$ cat src/rtl/pos_scan_pkg.sv
// Shared types and default constants for the board-position scan selector.
package pos_scan_pkg;

    typedef enum logic [1:0] {
        IDLE = 2'd0,
        SCAN = 2'd1,
        DONE = 2'd2
    } state_t;

    localparam int unsigned NUM_POS_DEF  = 9;
    localparam int unsigned TICK_DIV_DEF = 4;

endpackage

$ cat src/rtl/pos_next_free.sv
// Combinational wrap-around search: first eligible index at or after start_idx.
module pos_next_free #(
    parameter int unsigned N = 9,
    parameter int unsigned W = 4
) (
    input  logic [W-1:0] start_idx,
    input  logic [N-1:0] eligible,
    output logic [W-1:0] index,
    output logic         found
);

    int unsigned cand;
    logic [W-1:0] cand_idx;

    always_comb begin
        index    = '0;
        found    = 1'b0;
        cand     = 0;
        cand_idx = '0;
        for (int unsigned k = 0; k < N; k++) begin
            cand = 32'(start_idx) + k;
            if (cand >= N) cand = cand - N;
            cand_idx = W'(cand);
            if (!found && eligible[cand_idx]) begin
                found = 1'b1;
                index = cand_idx;
            end
        end
    end

endmodule

$ cat src/rtl/pos_scan_select.sv
// Cursor scans board positions on a divided tick until select confirms one.
// Optional macro POS_SKIP_OCCUPIED_EN makes the cursor skip occupied positions.
module pos_scan_select
    import pos_scan_pkg::*;
#(
    parameter int unsigned NUM_POS  = NUM_POS_DEF,
    parameter int unsigned TICK_DIV = TICK_DIV_DEF
) (
    input  logic                       clk,
    input  logic                       reset,
    input  logic                       start,
    input  logic                       select,
    input  logic [NUM_POS-1:0]         occupied,
    output logic [$clog2(NUM_POS)-1:0] pos,
    output logic                       Ready,
    output logic                       busy,
    output logic                       none_free
);

    localparam int unsigned POS_W = $clog2(NUM_POS);
    localparam int unsigned DIV_W = (TICK_DIV > 1) ? $clog2(TICK_DIV) : 1;

    state_t             state;
    logic [DIV_W-1:0]   div;
    logic [NUM_POS-1:0] eligible;
    logic [POS_W-1:0]   search_from;
    logic [POS_W-1:0]   next_idx;
    logic               next_found;
    logic               tick_tc;
    logic               select_ok;

`ifdef POS_SKIP_OCCUPIED_EN
    assign eligible = ~occupied;
`else
    logic unused_occupied;
    assign unused_occupied = ^occupied;
    assign eligible        = '1;
`endif

    assign tick_tc   = (div == DIV_W'(TICK_DIV - 1));
    // Live check: a position taken under the cursor blocks select until it moves.
    assign select_ok = eligible[pos];

    always_comb begin
        search_from = '0;
        if (state == SCAN) begin
            search_from = (pos == POS_W'(NUM_POS - 1)) ? '0 : pos + POS_W'(1);
        end
    end

    pos_next_free #(
        .N (NUM_POS),
        .W (POS_W)
    ) u_next (
        .start_idx (search_from),
        .eligible  (eligible),
        .index     (next_idx),
        .found     (next_found)
    );

    always_ff @(posedge clk or posedge reset) begin
        if (reset) begin
            state     <= IDLE;
            pos       <= '0;
            div       <= '0;
            Ready     <= 1'b0;
            busy      <= 1'b0;
            none_free <= 1'b0;
        end else begin
            case (state)
                IDLE: begin
                    Ready <= 1'b0;
                    if (start) begin
                        div <= '0;
                        if (next_found) begin
                            state     <= SCAN;
                            busy      <= 1'b1;
                            pos       <= next_idx;
                            none_free <= 1'b0;
                        end else begin
                            pos       <= '0;
                            none_free <= 1'b1;
                        end
                    end
                end
                SCAN: begin
                    if (select && select_ok) begin
                        state <= DONE;
                        Ready <= 1'b1;
                        busy  <= 1'b0;
                    end else if (tick_tc) begin
                        div <= '0;
                        if (next_found) begin
                            pos <= next_idx;
                        end else begin
                            state     <= IDLE;
                            busy      <= 1'b0;
                            pos       <= '0;
                            none_free <= 1'b1;
                        end
                    end else begin
                        div <= div + DIV_W'(1);
                    end
                end
                DONE: begin
                    state <= IDLE;
                    Ready <= 1'b0;
                end
                default: begin
                    state <= IDLE;
                    Ready <= 1'b0;
                    busy  <= 1'b0;
                end
            endcase
        end
    end

endmodule

$ cat config.mk
export PLATFORM = sky130hd
export DESIGN_NAME = pos_scan_select
export DESIGN_NICKNAME = d
export VERILOG_FILES = /design/src/rtl/pos_scan_pkg.sv /design/src/rtl/pos_next_free.sv /design/src/rtl/pos_scan_select.sv
export SDC_FILE = /design/constraint.sdc
export NUM_CORES = 1
export LEC_CHECK = 0
export CAP_MARGIN = 15
export CELL_PAD_IN_SITES_DETAIL_PLACEMENT = 0
export CELL_PAD_IN_SITES_GLOBAL_PLACEMENT = 1
export CORE_MARGIN = 4
export CORE_UTILIZATION = 42
export DETAILED_ROUTE_END_ITERATION = 16
export PLACE_DENSITY = 0.78
export RECOVER_POWER = 100
export SKIP_LAST_GASP = 1
export SLEW_MARGIN = 40
export SYNTH_ARGS = -nofsm -noshare
export SYNTH_HDL_FRONTEND = slang
export SYNTH_HIERARCHICAL = 1
export SYNTH_SLANG_ARGS = --single-unit
export TNS_END_PERCENT = 20
$ cat constraint.sdc
create_clock -name clk -period 14.3 [get_ports clk]
set_clock_uncertainty 0.05 [all_clocks]
set_input_delay 2.86 -clock clk [delete_from_list [all_inputs] [get_ports clk]]
set_output_delay 2.86 -clock clk [all_outputs]
set_load 0.005 [all_outputs]
# Word-level counts from Yosys, hierarchy flattened
# Memories as Yosys holds them, arrays and structs flattened.
# Cells that the tools add are included.
# totals
regBits	11
mem_bits_ro	160
input_bits	13
output_inout_bits	7
n_memories	10
# mem_list
name	words	width	read_ports	rd_clocked_by_memory_dff	wr	line_no	rtl
(name not given)	16	1	1	0	0	pos_next_free.sv:24	if (!found && eligible[cand_idx]) begin
(name not given)	16	1	1	0	0	pos_next_free.sv:24	
(name not given)	16	1	1	0	0	pos_next_free.sv:24	
(name not given)	16	1	1	0	0	pos_next_free.sv:24	
(name not given)	16	1	1	0	0	pos_next_free.sv:24	
(name not given)	16	1	1	0	0	pos_next_free.sv:24	
+4 memories	-	-	-	-	-	-	
# classes
addsub	19
magnitude_cmp	19
eq_ne	12
n_mux	68
bitwise_logic	1
reduce_logical	24
# op_table
cell	count
$mux 4	24
$lt 4x5->1 const B	10
$ge 5x4->1 const B	8
$sub 4x4->4 const B	9
$mux 1	31
$add 4x3->5 const B	4
$mux 2	8
$add 4x2->5 const B	2
$ne 2x2->1 const B	5
$reduce_and 5->1	2
$logic_and 1x1->1	9
$logic_not 1->1	8
$pmux 2 s2	2
$pmux 4 s2	1
$reduce_and 4->1	2
$ne 3x2->1 const B	2
$add 4x1->5 const B	1
$add 4x4->5 const B	1
$add 4x1->4 const B	1
$eq 2x2->1 const B	2
$eq 4x4->1 const B	1
$ge 4x4->1 const B	1
$pmux 1 s3	1
$reduce_and 3->1	1
other kinds (7)	7

# Logic depth before layout (Yosys ltp)
# Gate-level depths: netlist of run 1.
# depth
ltp_word	36
ltp_mapped	28
ltp_nobuf	21

# Modules after synthesis
# The synthesis of run 1 kept the hierarchy.
# by_module_without_submodules
module	instances	cells_each	area_each_um2	seq_area_each_um2
pos_next_free	1	536	3508.4	0.0
pos_scan_select	1	68	660.6	275.3

# Least setup slack after synthesis of run 1
# Ideal clock, no wire load.
# synth_path
path_kind	reg2reg
start	register state[1]
end	register pos[0]
arrival_ns	5.411
required_time_ns	14.171
path_slack_ns	8.759
stages_incl_launch_ff	25
path_buffers	8
cell_sequence	dfrtp_1 buf_6 or2b_1 nor3_1 buf_2 buf_2 buf_2 inv_2 clkbuf_1 ha_1 buf_2 buf_1 buf_2 o21ai_0 o221ai_1 o21ai_0 o211ai_1 nand3b_1 nor4b_4 or4b_4 o31a_1 o21ai_2 o2bb2ai_1 nand2_1 mux2i_1
# synth_between
elab_chain_cells	35
elab_cells_between_ends	100
classes_between	17 x add/sub; 9 x order compare; 4 x eq/ne; 42 x mux; 19 x reduce/logical; 9 x memory
# synth_rtl
item	line_no	rtl
start, declared	pos_scan_select.sv:23	state_t state;
start signal, assigned	pos_scan_select.sv:63	state <= IDLE;
start signal, assigned	pos_scan_select.sv:76	state <= SCAN;
start signal, assigned	pos_scan_select.sv:88	state <= DONE;
$eq 2x1->1 *	pos_scan_select.sv:46	if (state == SCAN) begin
$mux 4 *	pos_scan_select.sv:46	
via search_from[0]	pos_scan_select.sv:26	logic [POS_W-1:0] search_from;
branches (longest 28 deep; another with $add 4x1->5)	-	
$mux 4 *	pos_next_free.sv:24	
via next_idx[0]	pos_scan_select.sv:27	logic [POS_W-1:0] next_idx;
$mux 4 *	pos_scan_select.sv:75, pos_scan_select.sv:93	
$mux 4	pos_scan_select.sv:91	end else if (tick_tc) begin
$mux 4	pos_scan_select.sv:87	if (select && select_ok) begin
$pmux 4 s2 *	pos_scan_select.sv:70	case (state)
end signal, assigned	pos_scan_select.sv:78	pos <= next_idx;
end signal, assigned	pos_scan_select.sv:94	pos <= next_idx;
end, declared	pos_scan_select.sv:14	output logic [$clog2(NUM_POS)-1:0] pos,
# Mark *: on every way through the listed nets, which the timed path passes. The select of a mux whose other input is x is not followed.
# A chain may end at the register's enable or synchronous reset.

# Worst setup path in the final report of run 1
# layout_path
start	register pos[0]
end	register pos[0]
# layout_between
elab_chain_cells	36
elab_cells_between_ends	101
classes_between	18 x add/sub; 9 x order compare; 2 x eq/ne; 44 x mux; 18 x reduce/logical; 10 x memory
# layout_rtl
item	line_no	rtl
$add 4x1->4 / $eq 4x4->1 (equally long branches)	pos_scan_select.sv:47	search_from = (pos == POS_W'(NUM_POS - 1)) ? '0 : pos + POS_W'(1);
$mux 4 *	pos_scan_select.sv:47	
$mux 4 *	pos_scan_select.sv:46	
via search_from[1]	pos_scan_select.sv:26	
branches (longest 28 deep; another with $add 4x1->5)	-	
$mux 4 *	pos_next_free.sv:24	
via next_idx[0]	pos_scan_select.sv:27	
$mux 4 *	pos_scan_select.sv:75, pos_scan_select.sv:93	
$mux 4	pos_scan_select.sv:91	
$mux 4	pos_scan_select.sv:87	
$pmux 4 s2 *	pos_scan_select.sv:70	
# Marked as above.

==> results of run 1 <==
[worst max-delay path, stage by stage, from the launching register on]
cell and delay (ns):
dfrtp_1 0.42, inv_1 0.08, ha_1 0.27, and2_2 0.12, clkbuf_1 1.27, inv_1 0.63, ha_1 0.51, clkbuf_1 1.29
clkinv_1 0.96, a21o_1 0.37, a22o_2 0.29, nor4b_1 1.27, or4b_4 0.61, o31a_1 0.32, o21ai_2 0.07, o2bb2ai_1 0.14
nand2_1 0.07, mux2i_1 0.14
[metrics by stage]
stage                     hold WS, ns  total power [mW]  setup WS [ns]  cell area [µm²]  std cells
after floorplan                 0.437             0.893           8.76             4230        621
after global placement          0.429              1.11           8.56             4350        728
after detailed placement        0.450              1.12           8.48             4350        728
after CTS                       0.461              1.16           8.47             4390        732
after global routing            0.474              1.29           4.74             4380        732
final                           0.449              1.18           5.32             4380        732
[per-layer routing]
layer  up-vias  global-route usage (%)  part of all wire, %  routed length (µm)
met3        49                    4.86                  8.3                1200
met2       236                    40.7                   46                6680
met5         -                       0                    0                   0
met1      2267                    30.8                   42                6000
met4         0                    10.2                  3.9                 556
li1       2236                       -                    -                   -
[cells in the final DEF, fill, tap and decap left out, types with 6 or more instances in the layout]
cell type / synthesis / routed
inv_1: 25 / 25
nor2b_1: 10 / 10
dfrtp_1: 11 / 11
mux2i_1: 28 / 28
dlygate4sd3_1: 0 / 9
nand3b_1: 8 / 8
nor2_1: 64 / 64
nand2_1: 42 / 42
nand3_1: 21 / 21
o211ai_1: 8 / 8
nor3_1: 22 / 21
o21ai_0: 39 / 40
a31oi_1: 9 / 9
conb_1: 1 / 18
xnor2_1: 10 / 10
o21a_1: 6 / 6
nand2b_1: 15 / 15
a21o_1: 7 / 7
o22ai_1: 6 / 6
ha_1: 25 / 25
a21oi_1: 46 / 44
[final cells by class]
cell class              instances  area, µm²
flip-flops and latches         11        275
well taps                     133        166
fillers                       998       5350
repair buffers                 16        138
multi-input cells             539       3640
inverters                      29        109
clock buffers                   4       45.0
[registers in the layout, indices dropped and copies added, names as in the netlist]
signal / count
pos: 4
state: 2
busy: 1
div: 2
none_free: 1
Ready: 1
[final timing paths]
path,slack [ns],cells after the start,start,to
setup / recovery,5.32,17,pos[0],pos[0]
hold / removal,0.45,2,Ready,Ready
setup reg to reg,5.32,17,pos[0],pos[0]
hold reg to reg,0.45,2,Ready,Ready
max in group asynchronous,10.87,2,reset,pos[0]
min in group asynchronous,3.02,2,reset,div[1]
[report_power, final]
group	total, mW	leakage (nW)	switching [mW]	internal (mW)
Clock	0.0322	0.0228	0.0126	0.0197
Combinational	1.09	1.65	0.685	0.408
Sequential	0.0596	0.142	0.0154	0.0441
[logic make-up (layout without fill, tap and decap cells)]
logic type      Yosys count  in the layout  synth area share, %
other cells               1             18               0.0899
compound gates          216            216                 36.6
simple gates            233            233                 29.9
mux                      32             32                 8.34
xor+xnor                 15             15                 3.33
flops                    11             11                 6.60
buf+inv                  71             49                 7.62
fa+ha+maj                25             25                 7.50
==> metrics.md, run 1 <==
| Metric | Value |
|---|---|
| TritonCTS clock tree | yes |
| Final number of setup-violating endpoints | 0 |
| Drt via density | 6.54 |
| Via count | 4788 |
| Synthesized area | 0.00417 mm² |
| Worst path required time | between 10 and 15 ns |
| Yosys top cell area share | 7.50% |
| VDD IR-drop max | between 80 and 90 µV |
| Clk root buf | clkbuf_8 |
| Initial Util | a little over two fifths |
| Synth top area cells | ha_1 (7.5%), mux2i_1 (6.7%), dfrtp_1 (6.6%) |
| Vias in the first global route | 4409 |
| Crit path launch type | flip-flop |
| Tightest Pin Transition | 1.78 ns |
| RSZ-0062 raised after global routing | false |
| Failing checks | max-capacitance violations, max-slew violations |
| DRT Pass-1 Iters | 5 |
| Leading area contributor after synthesis | ha_1 |
| Clock transition at path regs | about 0.050 ns |
| Synthesis-to-layout area growth | 5.01% |
| Die X | 108 µm |
| Setup bufs post-CTS | 0 |
| Highest clock rate | roughly 110 MHz |
| Number of clock sinks | 11 |
| Syn Inst Count | 604 |
| N_diodes | 0 |
| 1st-iter DRT viols | 537 |
| WS Path Type | reg2reg |
| Synth Register Bits | 11 |
| Netlist cell types | a little under 100 |
| IO buf count | 10 |
| Detailed placement HPWL | 10500 µm |
| Ys Warns | 6 |
| Post-CTS Resized | 0 |
| Sequential share of the synthesized area | about 6.6% |
| WL per Instance | between 15 and 20 µm |
| EDFF count, synth | 0 |
| Most frequent cell after synthesis | nor2_1 |
| Top FF cell, synth | dfrtp_1 |
| Clk_lat worst skew | 0.24 ns |
| Setup TNS | 0 ns |
| Largest net degree at the start of global routing | 63 |
| Share of post-route cells with drive strength above 1 | 6.34% |
| Crit path DAT | 9.09 ns |
| Final worst-path cycle share | 62.8% |
| Top cells by count, synth | nor2_1 (64), a21oi_1 (46), nand2_1 (42) |
| DR DRC count | 0 |
| I/O Pins | 20 |
| Core area | between 0.009 and 0.01 mm² |
| Fin. Hold Viols | 0 |
| Max Buffers Root-to-Sink | 2 |
| Tmin final | about 9.0 ns |
| GR Util All Layers | 24.5% |
| WL final | 14400 µm |
| NumNets Final | 638 |
| Cell row count | 36 |
| First-pass GRT wire length | between 20000 and 25000 µm |
| GP Congestion | 1.01 |
| DIE AREA | 0.0116 mm² |
| HP Class | reg2reg |
| Maximum net fanout on the critical path | 39 |
| Die Ht | 108 µm |
| Synth async-reset ratio | 100% |
| CTS Buf Count | 3 |
| ANT nets after route | 0 |
| Initial antenna violation count | 0 |
| Slew Viols, Final | 84 |
| Crit. End Element | flip-flop |
| Status | finished with violations |
| Max-cap violations | 3 |
| P per Cell Area | 271 mW/mm² |
| # hold bufs at CTS | 0 |
| Syn avg cell area | 6.90 µm² |
| Lkg Pwr | approximately 1.8 nW |
| CTS H-tree depth | 1 |
| Max-slew headroom | -18.7% |
| Util after Layout | between 40 and 50% |
| GRT overflow | 0 |
No activity file was read; power rests on OpenSTA's default activity.
==> run 2, diff against run 1 <==
Clock period 14.3 ns to 8.4 ns, I/O delays scaled along.
==> metrics.md, run 2 (synthesis results as in run 1) <==
| Metric | Value |
|---|---|
| N_diodes | 0 (unchanged) |
| First-pass GRT wire length | 23300 µm (was 22900 µm) |
| Final number of setup-violating endpoints | 0 (unchanged) |
| Hold endpoint | Ready (unchanged) |
| Most flops, register | pos (unchanged) |
| Power share of the combinational group | 92.3% (about the same) |
| WS Path Type | reg2reg (unchanged) |
| Fin. Hold Viols | 0 (unchanged) |
| Crit path buffers/inverters | 3 (was 5) |
| Setup bufs post-CTS | 0 (unchanged) |
| Hold path startpoint | Ready (unchanged) |
| Initial antenna violation count | 0 (unchanged) |
| Final non-filler cell total | 731 (was 732) |
| Switching fraction of total power | 60.3% (was 60.2%) |
| Worst path required time | 8.51 ns (was 14.41 ns) |
| I/O Pins | 20 (unchanged) |
| Clk root buf | clkbuf_8 (unchanged) |
| Max FFs per register | 4 (unchanged) |
| Post-CTS Resized | 0 (unchanged) |
| Filler cells | 1035 (was 998) |
| ANT nets after route | 0 (unchanged) |
| GP Congestion | 1.01 (about the same) |
| Share of post-route cells with drive strength above 1 | 6.35% (was 6.34%) |
| Critical path's top delay family | simple AND/OR/NAND/NOR gates (was buffers and inverters) |
| 1st-iter DRT viols | 400 (was 537) |
| Dpl cells | 727 (was 728) |
| NumNets Final | 637 (was 638) |
| Worst path slowest cell | nor4b_1 (was clkbuf_1) |
| CP peak stage delay | 1.23 ns (was 1.29 ns) |
| Cell row count | 36 (unchanged) |
| Max Buffers Root-to-Sink | 2 (unchanged) |
| Die X | 108 µm (unchanged) |
| Vias in the first global route | 4433 (was 4409) |
| CTS H-tree depth | 1 (unchanged) |
| Top flop regs | pos x4, div x2, state x2 (unchanged) |
| DRT Pass-1 Iters | 6 (was 5) |
| Crit path DAT | 6.90 ns (was 9.09 ns) |
| Maximum net fanout on the critical path | 32 (was 39) |
| R2r startpoint | pos[0] (unchanged) |
| Clock transition at path regs | 0.05 ns (about the same) |
| Crit. End Element | flip-flop (unchanged) |
| Lkg Pwr | 1.81 nW (about the same) |
| Worst path cell trace | inv_1 -> ha_1 -> and2_2 -> buf_4 -> inv_1 -> ha_1 -> nor2b_1 -> nor3_1 -> nor3b_1 -> a2111oi_0 -> a2111oi_0 -> o22ai_2 -> nor4b_1 -> or4b_1 -> o31a_1 -> o21ai_2 -> o2bb2ai_1 -> nand2_1 -> mux2i_1 (was inv_1 -> ha_1 -> and2_2 -> clkbuf_1 -> inv_1 -> ha_1 -> clkbuf_1 -> clkinv_1 -> a21o_1 -> a22o_2 -> nor4b_1 -> or4b_4 -> o31a_1 -> o21ai_2 -> o2bb2ai_1 -> nand2_1 -> mux2i_1) |
| Setup TNS | 0 ns (unchanged) |
| Reg2Reg Depth | 19 (was 17) |
| Clock Power Share | 2.7% (about the same) |
| Tmin final | 6.79 ns (was 8.98 ns) |
| VDD IR-drop max | 186 µV (was 83.9 µV) |
| Switch Pwr | 1.21 mW (was 0.713 mW) |
| Commonest non-fill, non-tap cell in the layout | nor2_1 (unchanged) |
| P per Cell Area | 461 mW/mm² (was 271 mW/mm²) |
| Core area | 0.00973 mm² (unchanged) |
| Max-cap violations | 1 (was 3) |
| Synthesis-to-layout area growth | 4.92% (was 5.01%) |
| Drt via density | 6.49 (was 6.54) |
| Most frequent cells in the layout | nor2_1 (64), a21oi_1 (44), nand2_1 (42) (unchanged) |
| Largest net degree at the start of global routing | 77 (was 63) |
| Crit path launch type | flip-flop (unchanged) |
| WL final | 14500 µm (was 14400 µm) |
| R2r endpoint | pos[0] (unchanged) |
| DIE AREA | 0.0116 mm² (unchanged) |
| R2r setup slk | 1.61 ns (was 5.32 ns) |
| Highest clock rate | 147 MHz (was 111 MHz) |
| Hold path cells | 2 (unchanged) |
| Sequential share of power | 5.0% (about the same) |
| IO buf count | 10 (unchanged) |
| Failing checks | max-capacitance violations, max-slew violations (unchanged) |
| Number of clock sinks | 11 (unchanged) |
| Post-Route Hold Slack | 0.445 ns (was 0.449 ns) |
| Int Power | 0.800 mW (was 0.472 mW) |
| Detailed placement HPWL | 10600 µm (was 10500 µm) |
| GRT overflow | 0 (unchanged) |
| Initial Util | 42.8% (unchanged) |
| Slew Viols, Final | 11 (was 84) |
| Clk_lat worst skew | 0.24 ns (about the same) |
| GR Util All Layers | 25.0% (was 24.5%) |
| Max-slew headroom | -2.82% (was -18.7%) |
| Final worst-path cycle share | 80.8% (was 62.8%) |
| Die Ht | 108 µm (unchanged) |
| Via count | 4743 (was 4788) |
| Pwr Total | 2.01 mW (was 1.18 mW) |
| Tightest Pin Transition | 1.52 ns (was 1.78 ns) |
| DR DRC count | 0 (unchanged) |
| WL per Instance | 19.9 µm (was 19.7 µm) |
| TritonCTS clock tree | yes (unchanged) |
| RSZ-0062 raised after global routing | false (unchanged) |
| CTS Buf Count | 3 (unchanged) |
| # hold bufs at CTS | 0 (unchanged) |
| Status | finished with violations (unchanged) |
| HP Class | reg2reg (unchanged) |
[run 2: layout make-up]
class | instances | area, µm² | share of cell area, %
inverters | 29 | 109 | 2.49
repair buffers | 15 | 138 | 3.15
multi-input cells | 539 | 3640 | 83.2
flip-flops and latches | 11 | 275 | 6.29
clock buffers | 4 | 45.0 | 1.03
well taps | 133 | 166 | 3.80
[run 2: worst reg2reg max path, cell delays in order (launching register included)]
cell	delay, ns
dfrtp_1	0.43
inv_1	0.09
ha_1	0.29
and2_2	0.17
buf_4	0.24
inv_1	0.37
ha_1	0.53
nor2b_1	0.16
nor3_1	0.64
nor3b_1	0.13
a2111oi_0	0.58
a2111oi_0	0.22
o22ai_2	0.25
nor4b_1	1.23
or4b_1	0.61
o31a_1	0.34
o21ai_2	0.06
o2bb2ai_1	0.12
nand2_1	0.07
mux2i_1	0.13
[run 2: layer usage]
| layer | up-vias | wire length [µm] | part of all wire (%) | global-route usage [%] |
|---|---|---|---|---|
| met4 | 0 | 420 | 2.9 | 7.30 |
| met2 | 214 | 6710 | 46 | 41.4 |
| met3 | 27 | 940 | 6.5 | 3.54 |
| met1 | 2250 | 6440 | 44 | 33.6 |
| li1 | 2252 | - | - | - |
| met5 | - | 0 | 0 | 0 |
[run 2: worst max path at each step]
stage                     endpoint  slack (ns)  cells past startpoint      from
after detailed placement    pos[0]        2.61                     19    pos[0]
after floorplan             pos[0]        2.86                     24  state[1]
after global placement      pos[0]        2.65                     18    pos[0]
after CTS                   pos[0]        2.56                     19    pos[0]
after global routing        pos[0]        1.24                     19    pos[0]
final                       pos[0]        1.61                     19    pos[0]
[run 2: through the flow]
step,setup slack [ns],utilization [%],area [µm²]
2_1_floorplan,2.86,-,4230
3_3_place_gp,2.65,44.6,4340
3_5_place_dp,2.61,44.7,4350
4_1_cts,2.56,45.2,4390
5_1_grt,1.24,45.0,4370
6_report,1.61,45.0,4370
[run 2: power by group through the flow]
| stage | clock [mW] | combinational [mW] | sequential, mW |
|---|---|---|---|
| global route | 0.0569 | 2.03 | 0.105 |
| global placement | 0 | 1.80 | 0.101 |
| detailed placement | 0 | 1.83 | 0.102 |
| floorplan | 0 | 1.43 | 0.0926 |
| CTS | 0.0546 | 1.83 | 0.101 |
| finish | 0.0536 | 1.86 | 0.101 |
